==> src/rtl/mem_scheduler_pkg.sv <==
// Shared memory-interface types for the memory scheduler and its tag table.
package mem_scheduler_pkg;

  localparam int unsigned ADDR_W   = 32;
  localparam int unsigned BLOCK_W  = 64;
  localparam int unsigned TAG_W    = 4;
  localparam int unsigned NUM_TAGS = 16;

  typedef logic [ADDR_W-1:0]  ADDR;
  typedef logic [BLOCK_W-1:0] MEM_BLOCK;
  typedef logic [TAG_W-1:0]   MEM_TAG;

  typedef enum logic [1:0] {
    MEM_NONE  = 2'h0,
    MEM_LOAD  = 2'h1,
    MEM_STORE = 2'h2
  } MEM_COMMAND;

  typedef enum logic {
    ICACHE = 1'b0,
    DCACHE = 1'b1
  } REQ_OWNER;

  typedef struct packed {
    logic     valid;
    logic     prior;
    ADDR      addr;
    MEM_BLOCK data;
    logic     is_store;
  } MEM_REQ_PACKET;

  typedef struct packed {
    logic     valid;
    MEM_TAG   mem_tag;
    MEM_BLOCK data;
  } MEM_DATA_PACKET;

  // Which requester owns the memory port this cycle.
  typedef enum logic [1:0] {
    SelNone   = 2'h0,
    SelDcache = 2'h1,
    SelIcache = 2'h2
  } issue_sel_e;

  function automatic MEM_COMMAND req_command(input MEM_REQ_PACKET req);
    return req.is_store ? MEM_STORE : MEM_LOAD;
  endfunction

endpackage

==> src/rtl/mem_tag_table.sv <==
// Owner/valid table for in-flight load tags plus the outstanding-load counter.
// Allocation beats a same-cycle free of the same tag.
module mem_tag_table
  import mem_scheduler_pkg::*;
(
  input  logic     clock,
  input  logic     reset,
  input  logic     alloc_en,
  input  MEM_TAG   alloc_tag,
  input  REQ_OWNER alloc_owner,
  input  logic     free_en,
  input  MEM_TAG   free_tag,
  input  MEM_TAG   lookup_tag,
  output logic     lookup_hit,
  output REQ_OWNER lookup_owner,
  output logic [3:0] count
);

  logic [NUM_TAGS-1:0] valid_q, valid_d;
  REQ_OWNER            owner_q [NUM_TAGS];
  REQ_OWNER            owner_d [NUM_TAGS];
  logic [3:0]          count_q, count_d;

  // Lookup of the current table contents; tag 0 never hits.
  always_comb begin
    lookup_hit   = (lookup_tag != '0) && valid_q[lookup_tag];
    lookup_owner = owner_q[lookup_tag];
    count        = count_q;
  end

  // Next table state: free first, then allocate so allocation wins on a collision.
  always_comb begin
    valid_d = valid_q;
    owner_d = owner_q;
    count_d = count_q;
    if (free_en) begin
      valid_d[free_tag] = 1'b0;
    end
    if (alloc_en) begin
      valid_d[alloc_tag] = 1'b1;
      owner_d[alloc_tag] = alloc_owner;
    end
    if (alloc_en && !free_en && (count_q != 4'hF)) begin
      count_d = count_q + 4'd1;
    end else if (free_en && !alloc_en && (count_q != 4'h0)) begin
      count_d = count_q - 4'd1;
    end
  end

  // Table and counter registers.
  always_ff @(posedge clock or negedge reset) begin
    if (!reset) begin
      valid_q <= '0;
      count_q <= '0;
      for (int i = 0; i < NUM_TAGS; i++) begin
        owner_q[i] <= DCACHE;
      end
    end else begin
      valid_q <= valid_d;
      count_q <= count_d;
      for (int i = 0; i < NUM_TAGS; i++) begin
        owner_q[i] <= owner_d[i];
      end
    end
  end

endmodule

==> src/rtl/mem_scheduler.sv <==
// Arbitrates icache/dcache requests onto a single tagged memory port and routes
// returning load data back to the requester that owns the tag.
// Optional: define MEM_SCHED_AGING_EN to promote a starved icache after
// AGE_LIMIT consecutive dcache grants.
module mem_scheduler
  import mem_scheduler_pkg::*;
#(
  parameter int unsigned MAX_OUTSTANDING = 8,
  parameter int unsigned AGE_LIMIT       = 4
) (
  input  logic           clock,
  input  logic           reset,
  input  MEM_REQ_PACKET  dcache_req,
  output logic           dcache_req_accepted,
  input  MEM_REQ_PACKET  icache_req,
  output logic           icache_req_accepted,
  input  MEM_TAG         mem2proc_transaction_tag,
  input  MEM_TAG         mem2proc_data_tag,
  input  MEM_BLOCK       mem2proc_data,
  output MEM_COMMAND     proc2mem_command,
  output ADDR            proc2mem_addr,
  output MEM_BLOCK       proc2mem_data,
  output MEM_DATA_PACKET icache_resp,
  output MEM_DATA_PACKET dcache_resp,
  output logic [3:0]     outstanding_cnt,
  output logic           stray_tag_err
);

  issue_sel_e sel;
  logic       loads_full;
  logic       dcache_ok;
  logic       icache_ok;
  logic       age_promote;
  logic       alloc_en;
  REQ_OWNER   alloc_owner;
  logic       lookup_hit;
  REQ_OWNER   lookup_owner;
  logic       stray_q, stray_d;

  // Eligibility: loads are held back once the tag table is at capacity.
  always_comb begin
    loads_full = (outstanding_cnt >= 4'(MAX_OUTSTANDING));
    dcache_ok  = dcache_req.valid && (dcache_req.is_store || !loads_full);
    icache_ok  = icache_req.valid && (icache_req.is_store || !loads_full);
  end

`ifdef MEM_SCHED_AGING_EN
  localparam int unsigned AGE_W = $clog2(AGE_LIMIT + 1);

  logic [AGE_W-1:0] age_q, age_d;

  // Age tracks consecutive dcache wins over a waiting icache; saturates at the limit.
  always_comb begin
    age_d       = age_q;
    age_promote = (age_q == AGE_W'(AGE_LIMIT)) && icache_ok;
    if ((sel == SelIcache) || !icache_req.valid) begin
      age_d = '0;
    end else if ((sel == SelDcache) && (age_q != AGE_W'(AGE_LIMIT))) begin
      age_d = age_q + 1'b1;
    end
  end

  // Age register.
  always_ff @(posedge clock or negedge reset) begin
    if (!reset) begin
      age_q <= '0;
    end else begin
      age_q <= age_d;
    end
  end
`else
  // Strict priority: no starvation relief.
  always_comb begin
    age_promote = 1'b0;
  end
`endif

  // Fixed-priority pick; nothing is issued while reset is held.
  always_comb begin
    sel = SelNone;
    if (age_promote) begin
      sel = SelIcache;
    end else if (dcache_ok && dcache_req.prior) begin
      sel = SelDcache;
    end else if (icache_ok && icache_req.prior) begin
      sel = SelIcache;
    end else if (dcache_ok) begin
      sel = SelDcache;
    end else if (icache_ok) begin
      sel = SelIcache;
    end
    if (!reset) begin
      sel = SelNone;
    end
  end

  // Drive the memory port; a requester is consumed only when memory returns a tag.
  always_comb begin
    proc2mem_command    = MEM_NONE;
    proc2mem_addr       = '0;
    proc2mem_data       = '0;
    dcache_req_accepted = 1'b0;
    icache_req_accepted = 1'b0;
    unique case (sel)
      SelDcache: begin
        proc2mem_command    = req_command(dcache_req);
        proc2mem_addr       = dcache_req.addr;
        proc2mem_data       = dcache_req.data;
        dcache_req_accepted = (mem2proc_transaction_tag != '0);
      end
      SelIcache: begin
        proc2mem_command    = req_command(icache_req);
        proc2mem_addr       = icache_req.addr;
        proc2mem_data       = icache_req.data;
        icache_req_accepted = (mem2proc_transaction_tag != '0);
      end
      default: ;
    endcase
  end

  // Only accepted loads occupy a tag.
  always_comb begin
    alloc_en    = (dcache_req_accepted && !dcache_req.is_store) ||
                  (icache_req_accepted && !icache_req.is_store);
    alloc_owner = icache_req_accepted ? ICACHE : DCACHE;
  end

  mem_tag_table u_tag_table (
    .clock        (clock),
    .reset        (reset),
    .alloc_en     (alloc_en),
    .alloc_tag    (mem2proc_transaction_tag),
    .alloc_owner  (alloc_owner),
    .free_en      (lookup_hit),
    .free_tag     (mem2proc_data_tag),
    .lookup_tag   (mem2proc_data_tag),
    .lookup_hit   (lookup_hit),
    .lookup_owner (lookup_owner),
    .count        (outstanding_cnt)
  );

  // Route returning data to the tag's owner; responses are idle-zero when invalid.
  always_comb begin
    icache_resp = '0;
    dcache_resp = '0;
    if (reset && lookup_hit) begin
      if (lookup_owner == ICACHE) begin
        icache_resp.valid   = 1'b1;
        icache_resp.mem_tag = mem2proc_data_tag;
        icache_resp.data    = mem2proc_data;
      end else begin
        dcache_resp.valid   = 1'b1;
        dcache_resp.mem_tag = mem2proc_data_tag;
        dcache_resp.data    = mem2proc_data;
      end
    end
  end

  // Sticky error for data returned on a tag nobody owns.
  always_comb begin
    stray_d       = stray_q || ((mem2proc_data_tag != '0) && !lookup_hit);
    stray_tag_err = stray_q;
  end

  // Stray-tag flag register.
  always_ff @(posedge clock or negedge reset) begin
    if (!reset) begin
      stray_q <= 1'b0;
    end else begin
      stray_q <= stray_d;
    end
  end

endmodule
==> config.mk <==
export PLATFORM = sky130hd
export DESIGN_NAME = mem_scheduler
export DESIGN_NICKNAME = d
export VERILOG_FILES = /design/src/rtl/mem_scheduler_pkg.sv /design/src/rtl/mem_tag_table.sv /design/src/rtl/mem_scheduler.sv
export SDC_FILE = /design/constraint.sdc
export NUM_CORES = 1
export LEC_CHECK = 0
export BUFFER_PORTS_ARGS = -buffer_cell sky130_fd_sc_hd__buf_2
export CAP_MARGIN = 20
export CORE_AREA = 2 2 203 205
export CTS_BUF_LIST = sky130_fd_sc_hd__clkbuf_8
export CTS_CLUSTER_DIAMETER = 150
export CTS_CLUSTER_SIZE = 25
export DETAILED_ROUTE_END_ITERATION = 10
export DIE_AREA = 0 0 205 207
export MAX_ROUTING_LAYER = met4
export SKIP_CTS_REPAIR_TIMING = 1
export SYNTH_ARGS = -nofsm -noshare
export SYNTH_HDL_FRONTEND = slang
export SYNTH_HIERARCHICAL = 1
export SYNTH_SLANG_ARGS = --single-unit
==> constraint.sdc <==
create_clock -name clock -period 3.18 [get_ports clock]
set_clock_uncertainty 0.15 [all_clocks]
set_input_delay 0.477 -clock clock [delete_from_list [all_inputs] [get_ports clock]]
set_output_delay 0.477 -clock clock [all_outputs]
set_load 0.01 [all_outputs]
==> impl_results.md, run 1 <==
* Wire length per cell at 17.4 um
* Fmax at 0.323 GHz
* Clock-pin slew on the worst setup and hold paths at 0.07 ns
* P&R area growth vs syn at 80.3%
* Summed area of non-filler cells in the final layout at 0.00766 sq mm
* Endpoints failing hold at 0
* H-Tree Level Count at 2
* Sequence of cells on the critical path: clkbuf_4, mux4_2, mux4_2, and3_2, buf_12, and2_1, buf_2
* Top fanout value on the critical path at 69
* Flop and latch count out of synthesis at 36
* First drt pass iteration count at 5
* Slowest library cell on the worst path: sky130_fd_sc_hd__mux4_2
* Buffer depth of the longest clock path at 2
* Via count at 6309
* Final routed DRC violation total at 0
* GRT Total Usage at 0.123
* TritonCTS Buffers at 5
* Netlist Area Pre-Place at 0.00425 sq mm
* CTS sink count at 36
* Total wire length at 27800 um
* Total instance count after detailed placement at 1582
* Async set or reset register ratio after synthesis at 1.00
* Synth area leader: sky130_fd_sc_hd__and2_1
* Worst VDD drop at 0.190 mV
* Unrepaired setup endpoints after global routing: false
* Post-route insts no fill at 1603
* Number of antenna-violating nets in the routed design at 0
* Most used cells in the layout excluding fill and tap cells: 513 x sky130_fd_sc_hd__buf_2, 136 x sky130_fd_sc_hd__and2_1, 106 x sky130_fd_sc_hd__nor2_1, 98 x sky130_fd_sc_hd__a22oi_1, 28 x sky130_fd_sc_hd__nand2_1
* Number of synthesized flops with an enable pin at 0
* Die H at 207 um
* Final clock period utilization by the worst path at 0.974
* Number of instances in the synthesized netlist at 567
* Port Buf Inserts at 514
* Arrival @ worst endpoint at 2.47 ns
* Ports at 515
* Synth area leaders: sky130_fd_sc_hd__and2_1 20%, sky130_fd_sc_hd__a22oi_1 17%, sky130_fd_sc_hd__dfrtp_1 12%, sky130_fd_sc_hd__dfstp_2 9.9%, sky130_fd_sc_hd__nor2_1 9.4%
* Tightest Pin Transition at 0.790 ns
* Reg2Reg Launch Point: u_tag_table/count[3]
* Number of vias per cell after detailed routing at 3.94
* Share of post-route cells with drive strength above 1 at 0.559
* Net count of the finished layout at 1336
* Area of the die at 0.0424 sq mm
* Reg2Reg Depth at 13
* Remaining global-route overflow at 0
* Starting density of the core at 0.105
* Buffer type at the clock tree root: sky130_fd_sc_hd__clkbuf_8
* First-pass GRT wire length at 37300 um
* Final total power at 2.87 mW
* Dominant register cell in the synthesized netlist: sky130_fd_sc_hd__dfrtp_1
* Hold Worst Slack at 0.236 ns
* Number of antenna violations at the first check in global routing at 17
* Core Region at 0.0404 sq mm
* Number of unique standard cell types used by synthesis at 41
* Power density over the cells at 375 mW/mm^2
* Avg Synthesized Cell Area at 7.50 sq um
* Area share of the largest cell type after synthesis at 0.200
* Startpoint Class: primary input
* Final-report setup violation count at 0
* Most Frequent Cell on Critical Path: sky130_fd_sc_hd__mux4_2
* Worst slew margin relative to its limit at 0.468
* Largest incremental delay on the critical path at 0.55 ns
* Crit end category: output port
* Min-delay worst type: in2async
* Synthesized netlist net count at 844
* Clock tree from TritonCTS: built
* Area of placed instances at 0.00747 sq mm
* Clock latency at the later pin of the worst-skew pair at 0.29 ns
* Num rows at 74
* Vias in the first global route at 5760
* Synth warnings at 6
* Number of fill cells in the layout at 4546
* Post-detail-place hpwl at 24400 um
* Sequential area share after synthesis at 0.217
* Lkg Pwr at 4.15 nW
* Worst Setup Path Type: in2out
* Placer congestion estimate at 0.931
* Min Clock Period, post-route at 3.10 ns
* Worst EP required at 2.55 ns
* Leading cell type in the layout, fill and taps excluded: sky130_fd_sc_hd__buf_2
* Outcome: complete, no violations
* Pin count of the biggest net entering global routing at 99
* Die span in x at 205 um
* Critical path startpoint: mem2proc_data_tag[0]
* Number of max-cap violations at 0
* DR iter-0 viols at 436
* Number of max-slew violations in the final report at 0
[where the power goes]
group | internal [mW] | total [mW] | switching, mW | leakage, nW
Clock | 0.229 | 0.392 | 0.162 | 0.0594
Combinational | 0.772 | 1.68 | 0.906 | 3.68
Sequential | 0.677 | 0.806 | 0.128 | 0.415
Total | 1.68 | 2.87 | 1.20 | 4.15
[layout make-up]
class                      instances  area (sq um)  area share
inverter                           6          22.5     0.00294
multi-input combinational        471          3050       0.398
antenna                           11          27.5     0.00359
sequential                        36           922       0.120
clock buffer                       5          68.8     0.00898
clock inverter                     3          38.8     0.00506
tap                              532           666      0.0868
timing repair buffer             539          2870       0.374
[cell families after synthesis]
group | after synthesis | synth area share
AND/OR/NAND/NOR | 302 | 0.367
AO/OA/AOI/OAI | 132 | 0.222
buffers and inverters | 60 | 0.0748
flip-flops | 36 | 0.217
multiplexers | 29 | 0.0971
adder cells (fa/ha/maj) | 5 | 0.0165
XOR/XNOR | 3 | 0.00618
[stage by stage]
stage / setup slack [ns] / TNS (ns) / util
after floorplan: 0.0384 / 0 / -
after global placement: -0.0121 / -0.0121 / 0.185
after detailed placement: 0.00159 / 0 / 0.185
after CTS: -0.0408 / -0.0408 / 0.188
after global routing: 0.000461 / 0 / 0.190
final: 0.0827 / 0 / 0.190
[sequential cells by signal (all words and copies together), names as in the netlist]
signal	count
u_tag_table/owner_q	16
u_tag_table/count	4
stray_tag_err	1
u_tag_table/valid_q	15
[final timing paths]
check	to	slack, ns
max reg2reg	u_tag_table/count[3]	0.24
min reg2reg	stray_tag_err	0.36
min in group clock	stray_tag_err	0.36
max	dcache_resp[60]	0.08
min	u_tag_table/count[2]	0.24
max in group asynchronous	u_tag_table/owner_q[9]	2.29
[synth_stat cells (all sizes together) (3+ instances only)]
master	n
and2	136
nor2	107
a22oi	98
buf	33
nand2	28
clkbuf	21
dfrtp	20
o21ai	20
mux2	19
dfstp	16
mux4	7
nand3	7
inv	6
nand2b	6
nor2b	6
ha	4
mux2i	3
nand3b	3
xor2	3
[critical path: cells and delay by family]
family	cells	cell delay, ns
AND/OR/NAND/NOR	2	0.45
multiplexers	2	1.05
buffers and inverters	3	0.47
[metal layers]
metal / share of wire / GRT usage / up-vias
li1: - / - / 2954
met1: 0.36 / 0.126 / 2877
met2: 0.51 / 0.222 / 439
met3: 0.085 / 0.0198 / 39
met4: 0.050 / 0.0680 / 0
met5: 0 / - / -
Power figures use the tool's default switching activity.
==> run 2: changes to the inputs <==
Settings changed: RECOVER_POWER from default to 25.
==> run 2 against run 1 <==
Worst setup slack worse by 0.020 ns. Core utilization down 0.062 points. Die area unchanged. Sequential cell count unchanged. Critical endpoint unchanged. Largest power group unchanged. Count of clock-buffer cells in the layout unchanged. Critical path type is now reg2out.
==> impl_results.md, run 2 (same netlist as run 1, synthesis figures left out) <==
* Outcome: complete, no violations
* Via count at 6303 (-0.095%)
* First drt pass iteration count at 5 (unchanged)
* Summed area of non-filler cells in the final layout at 0.00764 sq mm (-0.33%)
* Buffer depth of the longest clock path at 2 (unchanged)
* H-Tree Level Count at 2 (unchanged)
* Max reg flops at 16 (unchanged)
* Number of max-slew violations in the final report at 0 (unchanged)
* Ports at 515 (unchanged)
* Fmax at 0.321 GHz (-0.66%)
* TritonCTS Buffers at 5 (unchanged)
* Final total power at 2.87 mW (-0.20%)
* First-pass GRT wire length at 37300 um (unchanged)
* Final worst-path setup slack at 0.0622 ns (-0.0205 ns)
* Endpoints failing hold at 0 (unchanged)
* Setup Slack @ Placement at 0.00159 ns (unchanged)
* Area of placed instances at 0.00747 sq mm (unchanged)
* CTS sink count at 36 (unchanged)
* Final-report setup violation count at 0 (unchanged)
* Worst VDD drop at 0.190 mV (about the same)
* Die H at 207 um (unchanged)
* Number of max-cap violations at 0 (unchanged)
* Vias in the first global route at 5760 (unchanged)
* Net count of the finished layout at 1336 (unchanged)
* Critical path startpoint: u_tag_table/valid_q[12]
* Placer congestion estimate at 0.931 (unchanged)
* Crit end category: output port
* Leading cell type in the layout, fill and taps excluded: sky130_fd_sc_hd__buf_2
* Remaining global-route overflow at 0 (unchanged)
* Worst Hold Launch: u_tag_table/valid_q[6]
* Min Clock Period, post-route at 3.12 ns (+0.0205 ns)
* Number of antenna-violating nets in the routed design at 0 (unchanged)
* Unrepaired setup endpoints after global routing: false
* Buffer type at the clock tree root: sky130_fd_sc_hd__clkbuf_8
* Post-detail-place hpwl at 24400 um (unchanged)
* Worst Setup Path Type: reg2out
* Hold Worst Slack at 0.370 ns (+0.134 ns)
* Core Region at 0.0404 sq mm (unchanged)
* Final routed DRC violation total at 0 (unchanged)
* Register name with the most flops: u_tag_table/owner_q
* GRT Total Usage at 0.123 (unchanged)
* Pin count of the biggest net entering global routing at 99 (unchanged)
* Total wire length at 27800 um (-0.25%)
* Reg2Reg Launch Point: u_tag_table/count[3]
* Port Buf Inserts at 514 (unchanged)
* Clock latency at the later pin of the worst-skew pair at 0.29 ns (about the same)
* Tightest Pin Transition at 0.750 ns (-0.0404 ns)
* P&R area growth vs syn at 79.7%
* Share of post-route cells with drive strength above 1 at 0.544 (-0.0151)
* Most used cells in the layout excluding fill and tap cells: 499 x sky130_fd_sc_hd__buf_2, 136 x sky130_fd_sc_hd__and2_1, 106 x sky130_fd_sc_hd__nor2_1, 98 x sky130_fd_sc_hd__a22oi_1, 28 x sky130_fd_sc_hd__nand2_1
* Number of vias per cell after detailed routing at 3.93 (about the same)
* Num rows at 74 (unchanged)
* Power density over the cells at 375 mW/mm^2 (+0.12%)
* Final cell utilization of the core at 0.189 (-0.000620)
* Clock tree from TritonCTS: built
* Worst slew margin relative to its limit at 0.496 (+0.0272)
* Min-delay worst type: reg2reg
* Starting density of the core at 0.105 (unchanged)
* Arrival @ worst endpoint at 2.49 ns (+0.02 ns)
* Worst EP required at 2.55 ns (about the same)
* Die span in x at 205 um (unchanged)
* Clock-pin slew on the worst setup and hold paths at 0.07 ns (about the same)
* Lkg Pwr at 4.09 nW (-1.4%)
* Area of the die at 0.0424 sq mm (unchanged)
* Final clock period utilization by the worst path at 0.980 (+0.00645)
* Number of antenna violations at the first check in global routing at 17 (unchanged)
* Top fanout value on the critical path at 69 (unchanged)
* DR iter-0 viols at 427 (-2.1%)
* Startpoint Class: register
* Wire length per cell at 17.3 um (-0.25%)
run 2: cell count changes in the layout (fill, tap and decap cells not counted), sizes merged:
| cell | delta |
|---|---|
| clkbuf | +16 |
| buf | -16 |
run 2: area by class of cell:
cell class	count	area (sq um)
fillers	4553	32700
multi-input cells	471	3050
repair buffers	539	2850
flip-flops and latches	36	922
well taps	532	666
clock buffers	5	68.8
clock inverters	3	38.8
diodes	11	27.5
inverters	6	22.5
run 2: per-stage QoR:
stage	setup TNS (ns)	instances
6_report	0	1603
5_1_grt	0	1603
4_1_cts	-0.0408	1590
3_5_place_dp	0	1582
3_3_place_gp	-0.0121	1582
2_1_floorplan	0	567
run 2: where the power goes:
part           switching [mW]  internal (mW)  leakage, nW
Clock                   0.167          0.229       0.0594
Combinational           0.904          0.763         3.62
Sequential              0.129          0.677        0.415
Total                    1.20           1.67         4.09
run 2: final timing paths:
check / end / cells after the start / slack [ns]
max in group asynchronous: u_tag_table/owner_q[15] / 2 / 2.12
max reg2reg: u_tag_table/count[3] / 13 / 0.24
min: u_tag_table/valid_q[6] / 2 / 0.37
min in group asynchronous: u_tag_table/valid_q[10] / 2 / 0.40
max: dcache_resp[60] / 6 / 0.06
min reg2reg: u_tag_table/valid_q[6] / 2 / 0.37
run 2: per-layer routing:
layer,track usage,up-vias,share of wire
met5,-,-,0
met4,0.0680,0,0.052
met3,0.0198,44,0.086
met2,0.222,439,0.51
met1,0.126,2865,0.36
li1,-,2955,-
run 2: worst max-delay path, stage by stage, from the launching register on:
cell and delay (ns):
sky130_fd_sc_hd__dfrtp_1 0.40, sky130_fd_sc_hd__mux4_2 0.46, sky130_fd_sc_hd__mux4_2 0.55, sky130_fd_sc_hd__and3_2 0.27
sky130_fd_sc_hd__buf_12 0.18, sky130_fd_sc_hd__and2_1 0.18, sky130_fd_sc_hd__buf_2 0.13
